<file path="config.mk">
export PLATFORM = sky130hd
export DESIGN_NAME = demux_1x6_tdm_flat
export DESIGN_NICKNAME = d
export VERILOG_FILES = /design/src/rtl/demux_1x6_tdm_pkg.sv /design/src/rtl/demux_1x6_tdm_if.sv /design/src/rtl/demux_1x6_tdm_slot_ctr.sv /design/src/rtl/demux_1x6_tdm.sv /design/src/flat_wrapper.sv
export SDC_FILE = /design/constraint.sdc
export NUM_CORES = 1
export LEC_CHECK = 0
export BUFFER_PORTS_ARGS = -buffer_cell sky130_fd_sc_hd__buf_2
export CORE_MARGIN = 3
export CORE_UTILIZATION = 45
export DETAILED_ROUTE_END_ITERATION = 12
export GPL_TIMING_DRIVEN = 0
export HOLD_SLACK_MARGIN = 0.08
export PLACE_DENSITY = 0.82
export REMOVE_ABC_BUFFERS = 1
export SLEW_MARGIN = 20
export SYNTH_ARGS = -nofsm -noshare
export SYNTH_HDL_FRONTEND = slang
export SYNTH_SLANG_ARGS = --single-unit
</file>
<file path="constraint.sdc">
create_clock -name clk -period 3.25 [get_ports clk]
set_input_delay 0.975 -clock clk [delete_from_list [all_inputs] [get_ports clk]]
set_output_delay 0.975 -clock clk [all_outputs]
set_load 0.01 [all_outputs]
</file>
<file path="src/rtl/demux_1x6_tdm_pkg.sv">
// Shared constants for the 1-to-6 TDM demultiplexer.
// Optional frame-latch mode is selected by DEMUX_FRAME_LATCH_EN.
package demux_1x6_tdm_pkg;
    localparam int          NCH       = 6;
    localparam int          SLOT_W    = 3;
    localparam logic [2:0]  SLOT_LAST = 3'd5;
endpackage

</file>
<file path="src/rtl/demux_1x6_tdm_if.sv">
// Serial sample input and parallel channel output bundle of the TDM demux.
interface demux_1x6_tdm_if #(parameter int WIDTH = 1);
    import demux_1x6_tdm_pkg::*;

    logic [WIDTH-1:0]     din;
    logic                 din_valid;
    logic                 frame_sync;
    logic [NCH*WIDTH-1:0] y;
    logic [NCH-1:0]       y_valid;
    logic [SLOT_W-1:0]    slot;
    logic                 frame_done;
    logic                 sync_err;

    modport master (
        output din, din_valid, frame_sync,
        input  y, y_valid, slot, frame_done, sync_err
    );

    modport slave (
        input  din, din_valid, frame_sync,
        output y, y_valid, slot, frame_done, sync_err
    );
endinterface

</file>
<file path="src/rtl/demux_1x6_tdm_slot_ctr.sv">
// Mod-6 slot counter; a sync_load forces the current sample into slot 0.
module tdm_slot_ctr
    import demux_1x6_tdm_pkg::*;
(
    input  logic              clk,
    input  logic              rst,
    input  logic              adv_i,
    input  logic              sync_load_i,
    output logic [SLOT_W-1:0] slot_o,
    output logic              is_last_o,
    output logic              misalign_o
);
    logic [SLOT_W-1:0] slot_q, slot_d, tgt;

    always_comb begin
        tgt    = sync_load_i ? '0 : slot_q;
        slot_d = slot_q;
        if (adv_i)
            slot_d = (tgt == SLOT_LAST) ? '0 : tgt + 1'b1;
    end

    always_ff @(posedge clk or posedge rst) begin
        if (rst) slot_q <= '0;
        else     slot_q <= slot_d;
    end

    assign slot_o     = slot_q;
    assign is_last_o  = adv_i && (tgt == SLOT_LAST);
    assign misalign_o = adv_i && sync_load_i && (slot_q != '0);
endmodule

</file>
<file path="src/rtl/demux_1x6_tdm.sv">
// Registered 1-to-6 TDM demultiplexer. With DEMUX_FRAME_LATCH_EN defined,
// samples fill a shadow bank and y updates once per completed frame.
module demux_1x6_tdm
    import demux_1x6_tdm_pkg::*;
#(
    parameter int WIDTH = 1
) (
    input  logic                 clk,
    input  logic                 rst,
    demux_1x6_tdm_if.slave       bus
);
    logic              adv, sync_ld, is_last, misalign;
    logic [SLOT_W-1:0] slot, tgt;

    assign adv     = bus.din_valid;
    assign sync_ld = bus.din_valid & bus.frame_sync;

    tdm_slot_ctr u_ctr (
        .clk         (clk),
        .rst         (rst),
        .adv_i       (adv),
        .sync_load_i (sync_ld),
        .slot_o      (slot),
        .is_last_o   (is_last),
        .misalign_o  (misalign)
    );

    assign tgt = sync_ld ? '0 : slot;

    // bank_q is y itself in per-sample mode, the shadow bank in frame-latch mode
    logic [NCH-1:0][WIDTH-1:0] bank_q, bank_d;
    logic [NCH-1:0]            hot;
    logic [NCH-1:0]            yv_q;
    logic                      fd_q, se_q;

    always_comb begin
        hot    = '0;
        bank_d = bank_q;
        for (int k = 0; k < NCH; k++) begin
            if (adv && (tgt == SLOT_W'(k))) begin
                hot[k]    = 1'b1;
                bank_d[k] = bus.din;
            end
        end
    end

`ifdef DEMUX_FRAME_LATCH_EN
    logic [NCH-1:0][WIDTH-1:0] y_q;
    logic                      commit_q;

    // A frame commits only after its slot-5 write, so resync-abandoned frames never show
    always_ff @(posedge clk or posedge rst) begin
        if (rst) begin
            bank_q   <= '0;
            y_q      <= '0;
            commit_q <= 1'b0;
            yv_q     <= '0;
            fd_q     <= 1'b0;
            se_q     <= 1'b0;
        end else begin
            bank_q   <= bank_d;
            commit_q <= is_last;
            yv_q     <= commit_q ? '1 : '0;
            fd_q     <= commit_q;
            se_q     <= misalign;
            if (commit_q) y_q <= bank_q;
        end
    end

    assign bus.y = y_q;
`else
    always_ff @(posedge clk or posedge rst) begin
        if (rst) begin
            bank_q <= '0;
            yv_q   <= '0;
            fd_q   <= 1'b0;
            se_q   <= 1'b0;
        end else begin
            bank_q <= bank_d;
            yv_q   <= hot;
            fd_q   <= is_last;
            se_q   <= misalign;
        end
    end

    assign bus.y = bank_q;
`endif

    assign bus.y_valid    = yv_q;
    assign bus.slot       = slot;
    assign bus.frame_done = fd_q;
    assign bus.sync_err   = se_q;
endmodule

</file>
<file path="src/flat_wrapper.sv">
// flat-port wrapper written by rule: the top's interface ports become plain ports
module demux_1x6_tdm_flat import demux_1x6_tdm_pkg::*;
#(
    parameter int WIDTH = 1
)
  (clk, rst, bus_din, bus_din_valid, bus_frame_sync, bus_y, bus_y_valid, bus_slot, bus_frame_done, bus_sync_err);
  demux_1x6_tdm_if #(.WIDTH(WIDTH)) bus_i ();
  input  logic clk;
  input  logic rst;
  input wire logic [$bits(bus_i.din)-1:0] bus_din;
  input wire logic [$bits(bus_i.din_valid)-1:0] bus_din_valid;
  input wire logic [$bits(bus_i.frame_sync)-1:0] bus_frame_sync;
  output wire logic [$bits(bus_i.y)-1:0] bus_y;
  output wire logic [$bits(bus_i.y_valid)-1:0] bus_y_valid;
  output wire logic [$bits(bus_i.slot)-1:0] bus_slot;
  output wire logic [$bits(bus_i.frame_done)-1:0] bus_frame_done;
  output wire logic [$bits(bus_i.sync_err)-1:0] bus_sync_err;
  assign bus_i.din = bus_din;
  assign bus_i.din_valid = bus_din_valid;
  assign bus_i.frame_sync = bus_frame_sync;
  assign bus_y = bus_i.y;
  assign bus_y_valid = bus_i.y_valid;
  assign bus_slot = bus_i.slot;
  assign bus_frame_done = bus_i.frame_done;
  assign bus_sync_err = bus_i.sync_err;
  demux_1x6_tdm #(.WIDTH(WIDTH)) u_core (.clk(clk), .rst(rst), .bus(bus_i));
endmodule
</file>
==> flow_summary.toml <==
[worst_setup_path]
r2r-start = "u_core.u_ctr.slot_o[1]"
worstSetupEndpointType = "primary output"
cp_cell_sequence = "buf_2"
slowest_delay_ps = 570
startpoint_type = "register"
critPathLaunch = "u_core.u_ctr.slot_o[1]"
crit_type = "reg2out"
rr_worst_depth = 4
cp.depth = 1
critPathBufInv = 1
critPathTopFamily = "flip-flops"
reg2reg_slack_ps = 1710
worstSetupEndpoint = "bus_slot[1]"
cp_slowest_cell = "dfrtp_1"
reg2reg_to = "u_core.bus.y[3]"
cp.required_ps = 2270
path_max_fanout = 9
cp.arrival_ps = 1050

[grt]
grt_start_max_net_pins = 17
grt_pass1_vias = 441
grt_pass1_wl_um = 1987
overflow = 0
grtUsageTotal_pct = 13.95
antenna_found_initial = 0

[detailed_routing]
antenna_left = 0
drt-initial-drc-count = 5
drc = 0
totalWireLength_um = 1118
routed-via-count = 440
drt_first_pass_iters = 2
detail_route.wl_per_cell_um = 13.31
via_per_inst = 5.238

[layout]
seq_area_um2 = 400.4
nFillCells = 113
final_cell_mix = "buf_2, dfrtp_1, mux2_1"
drive_gt1_share_pct = 50.72
nNetsFinal = 76
multi_input_area_um2 = 234.0
syn2layout_area_growth_pct = 22.43
num_antenna_cells = 0
final_core_util_pct = 60.41
final_common_cell = "buf_2"

[yosys]
ys_types = 22
synth_seq_cells = 16
yosys_warnings = 0
netlist_instances = 46
seq_area_frac_synth_pct = 60.84
synth_area_per_cell_um2 = 14.31
syn_area_um2 = 658.1

[pwr]
p_leak_nw = 0.4122
comb_power_share_pct = 26.0
p_per_area_nw_per_um2 = 687.7
pwr-share-seq_pct = 50.7
p_int_mw = 0.3849
pwr-share-clk_pct = 23.3
swShare_pct = 30.53
ir_worst_vdd_mv = 0.3011
power_switching_mw = 0.1692

[cts]
clock-sinks = 16
h-tree-depth = 1
post_cts.repair.setup_buffers = 0
numCtsBuffers = 3
cts-root-buf = "clkbuf_4"
ctsHoldBuffers = 0
clkLatencyLatePin_ps = 280
cts_tree = "done"
clock_path_buffers = 2
post_cts_resized = 0
clk_pin_slew_ps = 90

[die]
initial_core_util_pct = 49.34
io_pins = 22
row_count = 13
die-area_um2 = 1957
die_x_um = 44.24
core_um2 = 1334
die_y_um = 44.24

[sta]
tns_ps = 0
finalHoldViolations = 0
grt_setup_unrepaired = "false"
fmax_ghz = 0.4944
slew_violations = 0
setup-violations-final = 0
fin_skew_ps = 0.9178
period_minus_slack_ps = 2023
relSlewSlack_pct = 61.00
worst_pin_slew_ps = 584.3
post-route-period-util_pct = 62.24

[job]
maxCapViolCount = 0

[min_path]
min_path_type = "reg2reg"

[placement]
post-dp-hpwl_um = 848.7
portBuffers = 21
place_congestion = 0.8084

[outcome]
status = "finished clean"
## cells in the mapped netlist, drive strengths merged
cell / number / area, µm²
nand2b: 1 / 8.760
mux2: 7 / 78.82
ha: 1 / 12.51
dfrtp: 16 / 400.4
nand2: 2 / 7.510
a21oi: 1 / 5.000
and3: 1 / 7.510
nor4: 2 / 25.02
o21a: 1 / 7.510
nor4b: 2 / 38.78
inv: 3 / 11.26
and2: 1 / 6.260
o22ai: 1 / 6.260
nor4bb: 1 / 10.01
nor2: 2 / 7.510
buf: 2 / 12.51
nor3: 1 / 5.000
a211oi: 1 / 7.510
## metrics by stage
stage	area, µm²	setup slack, ps	hold WS, ps	instances	power [mW]
global placement	769.5	1088	460.9	80	0.4243
finish	805.8	1227	486.0	84	0.5541
floorplan	645.6	1322	528.8	44	0.3664
CTS	805.8	1223	490.8	84	0.5604
detailed placement	769.5	1054	469.1	80	0.4335
global route	805.8	1168	522.7	84	0.5930
## layout make-up
class	instances	area share [%]
sequential	16	49.69
multi-input combinational	25	29.04
timing repair buffer	21	13.04
clock buffer	4	4.503
tap	15	2.329
inverter	3	1.398
## cell families after synthesis
kind of cell	share of synthesized area, %
AOI/OAI and AO/OA	3.993
buffers and inverters	3.612
and+or+nand+nor	17.68
adders and majority gates	1.901
DFF	60.84
muxes	11.98
## state kept, by name (all words and copies together), names as in the netlist
name                   flops
u_core.bus.y               6
u_core.bus.y_valid         5
u_core.u_ctr.slot_o        3
u_core.bus.frame_done      1
u_core.bus.sync_err        1
## per-layer routing
layer,vias to the layer above,wire length (µm),global-route usage [%]
met1,216,482,16.10
li1,207,-,-
met4,0,6,3.614
met5,-,0,0
met2,15,536,25.00
met3,2,92,4.065
## how the worst min path moves through the flow
stage,start,to,slack [ps],cells after the start
global placement,u_core.bus.y[4],u_core.bus.y[4],460,1
detailed placement,u_core.bus.y[4],u_core.bus.y[4],470,1
global route,u_core.bus.y[5],u_core.bus.y[5],520,1
CTS,u_core.bus.y[4],u_core.bus.y[4],490,1
floorplan,u_core.bus.y[2],u_core.bus.y[2],530,1
finish,u_core.bus.y[4],u_core.bus.y[4],490,1
## power groups by stage
stage | sequential [mW] | combinational, mW | clock, mW
2_1_floorplan | 0.306 | 0.0601 | 0
3_3_place_gp | 0.283 | 0.142 | 0
3_5_place_dp | 0.286 | 0.147 | 0
4_1_cts | 0.282 | 0.147 | 0.131
5_1_grt | 0.291 | 0.159 | 0.143
6_report | 0.281 | 0.144 | 0.129
No activity file was read; power rests on OpenSTA's default activity.
